[src/rtl/fir_sample_sequencer.sv]
// Front-end sequencer for the 4-tap FIR: shifts accepted samples into the tap
// delay line, kicks the FIR, and returns its result on a valid/ready stream.
module fir_sample_sequencer #(
   parameter int DATA_W   = 8,
   parameter int RES_W    = 18,
   parameter int TAPS     = 4,
   parameter int CALC_LAT = 2
) (
   input  logic              clk,
   input  logic              rst_n,
   input  logic              s_valid,
   output logic              s_ready,
   input  logic [DATA_W-1:0] s_data,
   input  logic              flush,
   output logic [DATA_W-1:0] x0,
   output logic [DATA_W-1:0] x1,
   output logic [DATA_W-1:0] x2,
   output logic [DATA_W-1:0] x3,
   output logic              fir_enable,
   input  logic [RES_W-1:0]  fir_result,
   output logic              m_valid,
   input  logic              m_ready,
   output logic [RES_W-1:0]  m_data,
   output logic              primed,
   output logic              busy
);

   typedef enum logic [1:0] {
      IDLE = 2'd0,
      CALC = 2'd1,
      OUT  = 2'd2
   } state_t;

   localparam logic [3:0] LAT_C  = 4'(CALC_LAT);
   localparam logic [2:0] TAPS_C = 3'(TAPS);

   state_t     state;
   state_t     state_next;
   logic [2:0] fill_cnt;
   logic [2:0] fill_inc;
   logic [3:0] calc_cnt;
   logic       accept;
   logic       calc_done;

   always_ff @(posedge clk or negedge rst_n) begin
      if (!rst_n) begin
         state <= IDLE;
      end else begin
         state <= state_next;
      end
   end

   // Samples are only taken in IDLE, so the taps stay frozen while the FIR
   // computes and while a result waits for the downstream.
   always_comb begin
      state_next = state;
      s_ready    = 1'b0;
      calc_done  = 1'b0;
      case (state)
         IDLE: begin
            s_ready = ~flush;
            if (s_valid && !flush) begin
               state_next = CALC;
            end
         end
         CALC: begin
            if (calc_cnt == LAT_C) begin
               calc_done  = 1'b1;
               state_next = OUT;
            end
         end
         OUT: begin
            if (m_ready) begin
               state_next = IDLE;
            end
         end
         default: state_next = IDLE;
      endcase
      if (flush) begin
         state_next = IDLE;
      end
   end

   assign accept   = s_valid & s_ready;
   assign fill_inc = (fill_cnt == TAPS_C) ? fill_cnt : 3'(fill_cnt + 3'd1);
   assign busy     = (state != IDLE);

   always_ff @(posedge clk or negedge rst_n) begin
      if (!rst_n) begin
         x0       <= '0;
         x1       <= '0;
         x2       <= '0;
         x3       <= '0;
         fill_cnt <= '0;
         primed   <= 1'b0;
      end else if (flush) begin
         x0       <= '0;
         x1       <= '0;
         x2       <= '0;
         x3       <= '0;
         fill_cnt <= '0;
         primed   <= 1'b0;
      end else if (accept) begin
         x3       <= x2;
         x2       <= x1;
         x1       <= x0;
         x0       <= s_data;
         fill_cnt <= fill_inc;
         primed   <= (fill_inc == TAPS_C);
      end
   end

   // fir_enable is high only in the cycle right after the accepting edge.
   always_ff @(posedge clk or negedge rst_n) begin
      if (!rst_n) begin
         fir_enable <= 1'b0;
         calc_cnt   <= '0;
      end else if (flush) begin
         fir_enable <= 1'b0;
         calc_cnt   <= '0;
      end else begin
         fir_enable <= accept;
         if (accept) begin
            calc_cnt <= 4'd1;
         end else if (state == CALC) begin
            calc_cnt <= calc_cnt + 4'd1;
         end
      end
   end

   always_ff @(posedge clk or negedge rst_n) begin
      if (!rst_n) begin
         m_valid <= 1'b0;
         m_data  <= '0;
      end else if (flush) begin
         m_valid <= 1'b0;
      end else if (calc_done) begin
         m_valid <= 1'b1;
         m_data  <= fir_result;
      end else if (state == OUT && m_ready) begin
         m_valid <= 1'b0;
      end
   end

endmodule
[config.mk]
export PLATFORM = sky130hd
export DESIGN_NAME = fir_sample_sequencer
export DESIGN_NICKNAME = d
export VERILOG_FILES = /design/src/rtl/fir_sample_sequencer.sv
export SDC_FILE = /design/constraint.sdc
export NUM_CORES = 1
export LEC_CHECK = 0
export CAP_MARGIN = 5
export CORE_UTILIZATION = 28
export CTS_CLUSTER_DIAMETER = 80
export DETAILED_ROUTE_END_ITERATION = 8
export HOLD_SLACK_MARGIN = 0.02
export SLEW_MARGIN = 20
export SYNTH_ARGS = -nofsm -noshare
export SYNTH_HDL_FRONTEND = slang
export SYNTH_SLANG_ARGS = --single-unit
[constraint.sdc]
create_clock -name clk -period 3.65 [get_ports clk]
set_input_delay 0.73 -clock clk [delete_from_list [all_inputs] [get_ports clk]]
set_output_delay 0.73 -clock clk [all_outputs]
set_load 0.05 [all_outputs]
Word level (Yosys, flattened, before mapping)
Index checks and enable logic that the tools add are counted.

storage, ports and cells
  register bits after elaboration = 62
  latch bits = 0
  memory bits (writable) = 0
  memory bits (read-only) = 0
  bits of input ports = 31
  memories kept = 0

cells by class
  $add $sub $neg = 2
  $mul = 0
  div/mod/pow operators = 0
  order comparisons = 0
  eq/ne operators = 8
  shift operators = 0
  muxes and demuxes = 28
  bitwise gates (word level) = 2
  reduce and logical (&&, ||, !) cells = 10

operator list
  operator                                                                count
  8-bit 2-to-1 mux                                                        8
  4-bit 2-to-1 mux                                                        3
  1-bit 2-to-1 mux                                                        9
  3-bit 2-to-1 mux                                                        3
  3-bit != test (second input constant)                                   3
  2-bit 2-to-1 mux                                                        4
  3-bit equality test (second input constant)                             2
  2-bit one-hot mux with 3 select lines                                   1
  3-bit nonzero test                                                      2
  4-bit by 1-bit adder with 4-bit output (second input constant)          1
  4-bit by 2-bit equality test with 1-bit output (second input constant)  1
  2-bit nonzero test                                                      2
  3-bit by 1-bit adder with 3-bit output (second input constant)          1
  3-bit AND reduction                                                     1
  2-bit by 1-bit equality test with 1-bit output (second input constant)  1
  2-bit equality test (second input constant)                             1
  1-bit logical AND                                                       2
  2-bit zero test                                                         1
  2-bit AND reduction                                                     1
  1-bit bitwise AND                                                       1
  1-bit zero test                                                         1
  1-bit inverter                                                          1

Depth between registers and ports, before layout
Gate-level depths: netlist (run 1).

  depth in word-level cells = 5
  gate-level depth with buffers = 7

Worst setup path before layout (run 1)
No wires, ideal clock.

  kind = input-to-output
  start = input port flush
  end = output port s_ready
  arrival time = 1,750 ps
  required time = 2,920 ps
  path slack = 1,170 ps
  stages = 3
  buffers on the path = 2
  path through = buf_2 > buf_1 > nor2_1

on the way
  cells in the longest elaborated chain, start to end = 2

RTL lines
  element                   RTL line  RTL
  start: declaration        14        input logic flush,
  1-bit inverter (no line)  n/a
  1-bit 2-to-1 mux          59        case (state)
  end: declaration          12        output logic s_ready,

No other way between the ends.

Final worst setup path (run 1)
  start = register state[0]
  end = output port s_ready

on the way
  cells in the longest elaborated chain, start to end = 2

RTL lines
  element                   RTL line  RTL
  start: declaration        37        state_t state;
  start signal: assignment  49        state <= state_next;
  2-bit zero test           59
  1-bit 2-to-1 mux          59

No other way between the ends.

==> results of run 1 <==
## registers in the layout, summed over array words and instances (netlist names)
name and cells:
x1 8, x3 8, fill_cnt 3, primed 1
fir_enable 1, x2 8, state 2, m_valid 1
calc_cnt 4, m_data 18, x0 8
## cells by family (layout without fill, tap and decap cells)
| logic type | count (synthesis) | after routing |
|---|---|---|
| DFF | 62 | 62 |
| and+or+nand+nor | 95 | 95 |
| adders and majority gates | 4 | 4 |
| buffers and inverters | 20 | 110 |
| muxes | 19 | 19 |
| AOI/OAI and AO/OA | 48 | 48 |
## cell usage after synthesis
cell       number  area share [%]
buf_2           1            0.19
nand2_1        69             9.7
mux2_4         10             5.6
inv_1           4            0.56
ha_1            4             1.9
nor2_1          5            0.71
or2_2           1            0.24
or3b_1          1            0.33
nor3b_2         1            0.47
mux2_2          8             3.4
buf_6           2            0.85
o21ai_0         3            0.56
or3_1           1            0.24
or4_4           1            0.42
buf_1           2            0.28
mux2i_1         1            0.38
o21bai_1        2            0.56
nand2b_4        1            0.52
buf_4           1            0.28
nand3_1         2            0.38
nor4bb_1        1            0.38
dfrtp_1        62              58
buf_12          1            0.75
and4b_1         1            0.38
a21oi_1        39             7.3
a21o_1          1            0.28
a31oi_1         1            0.24
and2_1          1            0.24
clkbuf_1        9             1.3
nor3_1          2            0.38
nand2b_1        3            0.71
or3b_2          1            0.33
nor2b_1         1            0.24
or3_2           1            0.28
a311oi_1        1            0.33
a2bb2oi_1       1            0.33
nor3b_1         2            0.56
## critical path, cell delays in order (launching register included)
cell and delay [ns]:
dfrtp_1 0.51, or2_2 0.34, nor2_1 0.09, clkdlybuf4s50_1 0.80
## per-layer routing
layer  vias to the layer above  GRT usage, %  wire, µm  share of wire, %
li1                        995             -         -                 -
met1                       967          16.6      2810                46
met2                        65          20.2      2770                45
met3                        10          4.92       449               7.3
met4                         0          6.11        94               1.5
met5                         -             0         0                 0
## power groups by stage
stage	Sequential, mW	Combinational (mW)	Clock (mW)
final	0.792	0.520	0.537
after global routing	0.802	0.546	0.584
after CTS	0.793	0.526	0.556
after detailed placement	0.804	0.525	0
after global placement	0.802	0.521	0
after floorplan	1.01	0.123	0
## metrics by stage
step,worst slack [ns],power (mW),hold slack (ns)
finish,0.842,1.85,0.372
global route,0.736,1.93,0.394
CTS,0.814,1.87,0.385
detailed placement,1.07,1.33,0.494
global placement,1.13,1.32,0.487
floorplan,1.17,1.13,0.434
## final cells by class
cell class / count / area [µm²]
Tap cell: 129 / 161
Multi-Input combinational cell: 166 / 1000
Inverter: 4 / 15.0
Fill cell: 891 / 5460
Clock buffer: 9 / 124
Timing Repair Buffer: 90 / 878
Sequential cell: 62 / 1550
Clock inverter: 7 / 48.8
## how the worst max path moves through the flow
stage	from	end	slack, ns	cells past startpoint
after floorplan	flush	s_ready	1.17	3
after global placement	s_valid	fill_cnt[0]$_DFFE_PN0P_	1.13	5
after detailed placement	s_valid	fill_cnt[0]$_DFFE_PN0P_	1.07	5
after CTS	state[0]$_DFFE_PN0P_	s_ready	0.81	3
after global routing	state[0]$_DFFE_PN0P_	s_ready	0.74	3
final	state[0]$_DFFE_PN0P_	s_ready	0.84	3
==> results.txt, run 1 <==
The run finished with clean final reports. Sequential elements use 58.4% of the synthesized area. The tools report the number of instances resized during post-cts repair as 0.

Detailed placement ended at an HPWL of 4230 µm. The run gives 4 as the length of the first detailed-routing pass in iterations. The run gives 37 as the count of distinct cell types in the synthesized netlist. Dominant combinational cell family by area after synthesis: simple AND/OR/NAND/NOR gates.

The logs give 2660 µm² for the cell area after synthesis and 2 for the maximum clock path buffer count. The synthesized netlist devotes 9.65% of its cell area to compound gates. The count of placed standard cells including taps came out at 451.

Summed over all nets, the switching power comes to 650 µW. The tightest slew margin relative to the limit is 59.8%, and the clock-pin transition on the worst setup and hold timing paths is 0.08 ns. During placement, the flow inserted port buffers numbering 85. In this run, the number of DRC markers left after iteration 0 of detailed routing was 56. The die outline area came out at 9890 µm².

The minimum period implied by the final worst setup slack is 2.81 ns, and the number of buffers inserted by hold repair at cts is 0. After Yosys synthesis, and, or, nand and nor cells account for 16.5% of the synthesized area. The number of core rows was 35. Per report_power, the clock group accounts for 29.0% of the total. Summing the areas of all fa, ha and maj instances in the mapped netlist gives 1.88% of the synthesized area. The root buffer cell chosen for the clock tree is clkbuf_8. For the max-slew violation count, the log shows 0. The top cell types in the final layout, fill and taps aside, are clkdlybuf4s50_1 (83), nand2_1 (69), dfrtp_1 (62), a21oi_1 (39), mux2_4 (10).

The run gives 62 as the sink count of the clock tree. The number of maximum-capacitance violations is 0, and the flop-to-flop setup slack is 1.78 ns. The finished cells cover 3780 µm². The first global-routing pass estimated 10100 µm of wire.

Synthesis produced a netlist whose cell count is 248. The post-CTS setup repair buffer count is 0. The worst setup path is captured at an output pin. From synthesis to final layout, the design area changed by 42.2%. The library cell used most frequently in the layout, excluding fill and tap cells, is clkdlybuf4s50_1. The mean instance size in the synthesized netlist is 10.7 µm², and the number of failing setup endpoints in the final timing report is 0. Setup repair after global routing left no endpoint under its margin. Of the total power, the share spent switching nets is 35.2%. The total area inside the core boundary comes to 9240 µm². Of the total power, registers draw 42.8%. The logs give 283 for the synthesized net count and 3610 µm² for the instance area after placement. Entering global routing, the biggest net connects 46 pins. Dividing total power by cell area gives a power density of 489 nW/µm². STA classifies the critical path startpoint as a flip-flop. The worst-case reg-to-reg path depth is 4, and the portion of total power attributed to combinational logic is 28.1%.

In this run the critical register-to-register path is launched from state[0]$_DFFE_PN0P_. Number of vias per cell after detailed routing: 4.36. The post-route netlist has 13.9% of its cells at a drive strength greater than 1.

The design internal power was 1.20 mW. The detail route stage leaves a number of antenna-violating nets equal to 0. The tools report the reported leakage power as 1.61 nW. At the worst endpoint, the arrival time is 2.08 ns.

The maximum fanout encountered on the critical timing path was 10; the vertical die dimension was 99.4 µm. For the pin with the worst max-slew slack, the measured transition is 0.602 ns. Required time of the worst setup path: 2.92 ns. For this run the aggregate overflow at the end of global routing stands at 0. The clock arrives with 0.00687 ns of skew. For this configuration, the core starts out at a cell density of 28.8%.

After the flow finishes, the layout carries non-filler instances totaling 467. The worst IR drop on VDD was 0.227 mV. For this run, the share of the core covered by cells in the final layout is 40.9%.

Setup total negative slack on the finished layout was measured at 0 ns. The final estimated routing congestion in global placement came out at 0.703. The logs give 6130 µm for the detailed-route wire length and 3 for the deepest level of the CTS H-tree. The clock latency of the later-clocked register in the worst-skew pair was 0.34 ns. The tools report the endpoint of the worst-slack reg-to-reg timing path as fill_cnt[0]$_DFFE_PN0P_. The number of antenna violations at the first check in global routing is 0. Global routing consumed, over all layers together, 13.2% of the routing resources.

The width of the die is 99.4 µm, and the number of global-route vias before repair is 2077. Of the available clock period, the critical path in the final layout requires 76.9%. The synthesized netlist devotes 0% of its cell area to XOR and XNOR gates. The run gives 9 as the number of clock buffers inserted by TritonCTS. TritonCTS built the clock tree. The tightest min-delay check is of the in -> async type. The tools report the hold violation total from the final report as 0.

The detailed-route wire length per cell works out to 13.1 µm. The repair_antennas step left the layout with diodes totalling 0. The worst setup path is of the reg -> out kind. Derived from the worst setup path, the maximum achievable clock frequency is 0.356 GHz.

The total via count after detailed routing came out at 2037. For this run, design rule violations remaining after detail routing come to 0. In this run, synthesis produced a sequential element count of 62. 86 I/O pins were placed. Measured against the total synthesized area, the mux share comes to 9.41%. At the end of the flow, the number of nets in the layout was 368.

The tools report the number of warnings issued by yosys as 0.
Note: power is estimated with default switching activity, not from simulation.
==> run 2, diff against run 1 <==
==> constraint.sdc (replaced) <==
create_clock -name clk -period 2.6 [get_ports clk]
set_input_delay 0.52 -clock clk [delete_from_list [all_inputs] [get_ports clk]]
set_output_delay 0.52 -clock clk [all_outputs]
set_load 0.05 [all_outputs]
==> results.txt, run 2 (synthesis gave the netlist of run 1 again) <==
After layout, the worst path uses 92.0% of the clock period. The hold violation total from the final report is 0, and the DRC violation count after routing is 0. For the worst IR drop on VDD, the log shows 0.304 mV. The analysis attributes to cell leakage a power of 1.63 nW. The clock latency of the later-clocked register in the worst-skew pair is 0.33 ns, and the minimum period implied by the final worst setup slack is 2.39 ns.

The tools report the number of global-route vias before repair as 2028. The areal power density over the cells works out to 708 nW/µm². After detailed routing, the total wire length is 5990 µm. Once the clock tree was built, the setup fixing pass inserted 0 buffers. The run gives 10000 µm as the wire length of the first global-routing pass. In this run the tightest slew margin relative to its limit is 62.5%.

The net count reported at finish was 369. For this run, the top clock speed supported by timing is 0.418 GHz. In the layout the commonest cells are clkdlybuf4s50_1 (82), nand2_1 (69), dfrtp_1 (62), a21oi_1 (39), clkbuf_8 (11).

The proportion of layout cells with a drive suffix above 1 works out to 13.9%. Setup violations remaining at the end of the flow were counted as 0. In the final routed layout, each cell accounts on average for 12.8 µm.

The number of antenna violations at the first check in global routing came out at 0. In this run the clock root is driven by a clkbuf_8. Traced cell by cell, the critical path runs through or2_2 > clkdlybuf4s50_1. The run finished with clean final reports. Max-slew violation count: 0. Before CTS, the worst setup slack after placement is 0.559 ns.

Hold repair after CTS inserted 0 buffers. More flip-flops sit in one register than any other, and that register is m_data. The clock arrives with 0.00791 ns of skew. TritonCTS built the clock tree. The type of destination of the critical path was an output pin. Post-CTS repair changed the size of 0 cells. The initial utilization of the core area, before any placement, comes to 28.8%. The area growth from synthesis to layout is 44.0%. After legalization and detailed placement, the total HPWL measured 4040 µm. For this block, the initial DRC count from the detailed router was 108. Setup repair after global routing left no endpoint under its margin. The tools report the deepest level of the CTS H-tree as 3. The cell with the biggest individual delay on the critical path is clkdlybuf4s50_1.

The library cell used most frequently in the layout, excluding fill and tap cells, is clkdlybuf4s50_1. For this run the aggregate overflow at the end of global routing stands at 0. The transition time at the pin with the least slew margin is 0.561 ns.

The logs give 0 for the number of nets with antenna violations after routing and 0 ns for the setup TNS after final layout. Launching element type of the critical path: a flip-flop. The largest stage delay on the critical path is 0.70 ns, and the vertical die dimension is 99.4 µm. The die is 99.4 µm wide. For the sink count of the clock tree, the log shows 62. For this block, the via count after detailed routing is 2035.

The run gives 9240 µm² as the core footprint. The critical path in this run is classified as reg -> out. No sink is reached through more buffers than the 2 on the longest clock path. The least setup slack across all paths after layout is 0.209 ns, and the global-route usage over all layers is 13.1%. The maximum number of pins on one net before global-route repair was 46; the maximum fanout encountered on the critical timing path was 10. The worst hold path class was in -> async. At the worst endpoint, the arrival time is 1.87 ns.

0 antenna diodes ended up in the layout. The die outline area is 9890 µm². The final estimated routing congestion in global placement is 0.756, and the length of the first detailed-routing pass in iterations is 5. The tool flagged a number of max-cap violations equal to 0. The register with the most flip-flops in the layout has 18 of them. The I/O pin count is 86, and the number of core rows is 35. The required time of the worst setup path is 2.08 ns.

Clock-pin slew was measured on the worst setup and hold paths at 0.07 ns. Using the TritonRoute via totals, the vias-per-cell ratio works out to 4.35. Input and output buffers added on the ports amount to 85. In this run, CTS created clock tree buffers numbering 9.
[run 2: cell count changes in the layout (fill, tap and decap cells not counted), sizes merged]
| cell | previous run | this run |
|---|---|---|
| buf | 7 | 9 |
| clkdlybuf4s50 | 83 | 82 |
| bufinv | 0 | 1 |
| clkbuf | 9 | 13 |
| clkinv | 4 | 1 |
| inv | 6 | 4 |
[run 2: power by group]
part / switching, mW / internal, mW / total (mW)
registers: 0.0563 / 1.05 / 1.11
logic: 0.448 / 0.285 / 0.734
clock network: 0.370 / 0.495 / 0.865
[run 2: routing by layer]
metal  GRT usage [%]  part of all wire, %
met5               0                    0
met4            4.75                 0.85
met3            6.04                  7.6
met2            19.3                   45
met1            16.8                   47
[run 2: worst paths after layout]
kind / from / to / slack [ns] / cells past startpoint
worst max register to register: calc_cnt[0]$_DFFE_PN0P_ / m_data[11]$_DFFE_PN0P_ / 0.75 / 5
worst min register to register: m_data[9]$_DFFE_PN0P_ / m_data[9]$_DFFE_PN0P_ / 0.51 / 1
worst max-delay path: state[0]$_DFFE_PN0P_ / busy / 0.21 / 2
worst min-delay path: rst_n / x2[2]$_DFFE_PN0P_ / 0.22 / 2
max in group asynchronous: rst_n / m_data[1]$_DFFE_PN0P_ / 2.08 / 2
min in group clk: m_data[9]$_DFFE_PN0P_ / m_data[9]$_DFFE_PN0P_ / 0.51 / 1
[run 2: critical path: cells and delay by family (launching register included)]
| family | cells | cell delay, ns |
|---|---|---|
| flip-flops | 1 | 0.50 |
| AND/OR/NAND/NOR | 1 | 0.34 |
| buffers and inverters | 1 | 0.70 |
[run 2: final cells by class]
cell class                      count  area, µm²
Timing Repair Buffer               91        896
Inverter                            4       15.0
Clock buffer                       13        159
Clock inverter                      3       42.5
Sequential cell                    62       1550
Tap cell                          129        161
Multi-Input combinational cell    166       1000
Fill cell                         899       5410
[run 2: metrics by stage]
step / hold WS, ns / power (mW) / cell area (µm²) / util (%) / cells
after floorplan: 0.224 / 1.59 / 2660 / - / 248
after global placement: 0.488 / 1.86 / 3630 / 39.2 / 452
after detailed placement: 0.494 / 1.87 / 3630 / 39.2 / 452
after CTS: 0.230 / 2.75 / 3830 / 41.4 / 468
after global routing: 0.243 / 2.83 / 3830 / 41.4 / 468
final: 0.221 / 2.71 / 3830 / 41.4 / 468
==> run 3, diff against run 2 <==
--- a/config.mk
+++ b/config.mk
@@ -10,6 +10,7 @@
 export CTS_CLUSTER_DIAMETER = 80
 export DETAILED_ROUTE_END_ITERATION = 8
 export HOLD_SLACK_MARGIN = 0.02
+export PLACE_DENSITY = 0.62
 export SLEW_MARGIN = 20
 export SYNTH_ARGS = -nofsm -noshare
 export SYNTH_HDL_FRONTEND = slang
==> results.txt, run 3 (synthesis gave the netlist of run 1 again) <==
The largest stage delay on the critical path was 0.71 ns; the antenna diode count was 0. Number of vias per cell after detailed routing: 4.37. Once the floorplan was initialized, standard cells occupied 28.8% of the core. Worst IR drop on VDD: 0.292 mV. The worst setup path is of the reg -> out kind. The I/O pin count is 86. The maximum clock frequency was 0.419 GHz.

In this run the number of H-tree levels came out at 3. The flow ran to the end, and the final reports show no timing, DRC or antenna violations. For the finished layout, the period the worst path requires is 2.38 ns.

Setup repair after global routing left no endpoint under its margin. The launching element type of the critical path is a flip-flop. Number of core rows: 35. The buffer and inverter count on the worst path was 1.

The clock drives 62 sinks. The die covers 9890 µm². Leaving out fill and tap cells, the most frequent cell in the layout is clkdlybuf4s50_1.

The largest individual stage delay along the critical path comes from the cell clkdlybuf4s50_1. The signal on the critical path passes through or2_2 > clkdlybuf4s50_1. At the pin with the least slew margin, the transition time is 0.613 ns. The maximum number of pins on one net before global-route repair was 46. The global-route usage over all layers is 13.4%, and the core footprint is 9240 µm².

The tools report the final-layout worst hold slack as 0.179 ns. The period utilization works out to 91.7%. The post-CTS setup repair buffer count came out at 0. The number of clock buffers added by TritonCTS is 9. TritonCTS built the clock tree. The run gives 0.736 as the final estimated routing congestion in global placement. In this run the worst path has a maximum fanout of 8.

The critical path's top delay family is buffers and inverters. Port buffering added 85 buffers. For the least setup slack across all paths after layout, the log shows 0.215 ns. For the worst-skew pair, the clock arrives at the later sink with an insertion delay of 0.34 ns. The HPWL reported at the end of detailed placement came out at 4210 µm.

After clock tree synthesis, the clock-pin slew on the worst setup and hold paths is 0.08 ns. The final worst clock skew was 0.0104 ns; the total congestion overflow after global routing was 0. The tools report the type of destination of the critical path as an output pin. For the hold violation total from the final report, the log shows 0.

For this design, the CTS-stage hold fixing added 0 buffers. The net count of the finished layout is 368. The area growth from synthesis to layout is 43.5%.

The number of violations reported at the end of detailed-routing iteration 0 came out at 124. The register with the most flip-flops in the layout has 18 of them. The width of the die was 99.4 µm. CTS placed an instance of clkbuf_8 at the clock tree root. For this run, the detailed router's first-pass iteration total came to 4. The floorplan step set the die height to 99.4 µm. Gates resized during post-CTS repair numbered 0.

The design draws 2.69 mW. The min-delay analysis places its worst path in the category in -> async. In this run the deepest clock path goes through 2 buffers. The post-route netlist has 14.2% of its cells at a drive strength greater than 1. The worst slack after detailed placement is 0.541 ns. Number of global-route vias before repair: 2054. For the total via count after detailed routing, the log shows 2040. For the required time of the worst setup path, the log shows 2.08 ns. The first global-routing pass estimated 10300 µm of wire. Max-slew violation count: 0. At the worst endpoint, the arrival time is 1.86 ns. The run gives 0 as the number of failing setup endpoints in the final timing report. More flip-flops sit in one register than any other, and that register is m_data. The number of antenna violations at the first check in global routing is 0, and the setup TNS after final layout is 0 ns. The areal power density over the cells works out to 705 nW/µm². The routed design has 6110 µm of wire. The top cell types in the final layout, fill and taps aside, are clkdlybuf4s50_1 (82), nand2_1 (69), dfrtp_1 (62), a21oi_1 (39), mux2_4 (10). The detailed-route wire length per cell is 13.1 µm.

For this design the static power due to leakage is 1.63 nW. The number of nets with antenna violations after routing is 0. The total of fill cells in the finished design was 907.

The tools report the tightest slew margin relative to the limit as 59.1%. The number of maximum-capacitance violations is 0. The run gives 0 as the DRC violation count after routing.
[run 3: changes by cell type in the layout (fill, tap and decap cells not counted), sizes merged]
cell,delta
inv,+1
clkinv,+3
buf,-1
clkbuf,-4
[run 3: area by class of cell]
cell class              instances  area, µm²  share of cell area, %
flip-flops and latches         62       1550                   40.7
clock buffers                   9        124                   3.25
clock inverters                 7       73.8                   1.93
repair buffers                 90        888                   23.3
multi-input cells             166       1000                   26.3
well taps                     129        161                   4.23
inverters                       4       15.0                  0.393
[run 3: layer usage]
metal,vias to the layer above,track usage (%),share of wire [%]
met4,0,5.77,1.7
li1,996,-,-
met2,56,20.5,47
met3,11,4.71,7.4
met5,-,0,0
met1,977,17.3,44
[run 3: final timing paths]
check | slack, ns | depth (start not counted) | to | start
worst max-delay path | 0.22 | 2 | busy | state[1]$_DFFE_PN0P_
worst min-delay path | 0.18 | 1 | m_data[12]$_DFFE_PN0P_ | rst_n
worst max register to register | 0.72 | 5 | m_data[14]$_DFFE_PN0P_ | calc_cnt[0]$_DFFE_PN0P_
worst min register to register | 0.50 | 1 | m_data[9]$_DFFE_PN0P_ | m_data[9]$_DFFE_PN0P_
max in group asynchronous | 1.80 | 2 | x0[3]$_DFFE_PN0P_ | rst_n
min in group clk | 0.50 | 1 | m_data[9]$_DFFE_PN0P_ | m_data[9]$_DFFE_PN0P_
[run 3: stage by stage]
stage	util, %	cells	cell area (µm²)
after detailed placement	39.2	451	3620
after global placement	39.2	451	3620
after global routing	41.3	467	3820
final	41.3	467	3820
after floorplan	-	248	2660
after CTS	41.3	467	3820
[run 3: worst reg2reg max path, cell delays in order (launching register included)]
cell      delay [ns]
dfrtp_1         0.42
inv_1           0.09
ha_1            0.17
nand2b_1        0.06
or4_4           0.65
mux2_4          0.37
[run 3: where the power goes]
group / total, mW / leakage, nW / internal [mW] / switching [mW]
sequential: 1.11 / 0.831 / 1.05 / 0.0549
clock: 0.847 / 0.0996 / 0.445 / 0.402
combinational: 0.736 / 0.697 / 0.283 / 0.453
total: 2.69 / 1.63 / 1.78 / 0.910
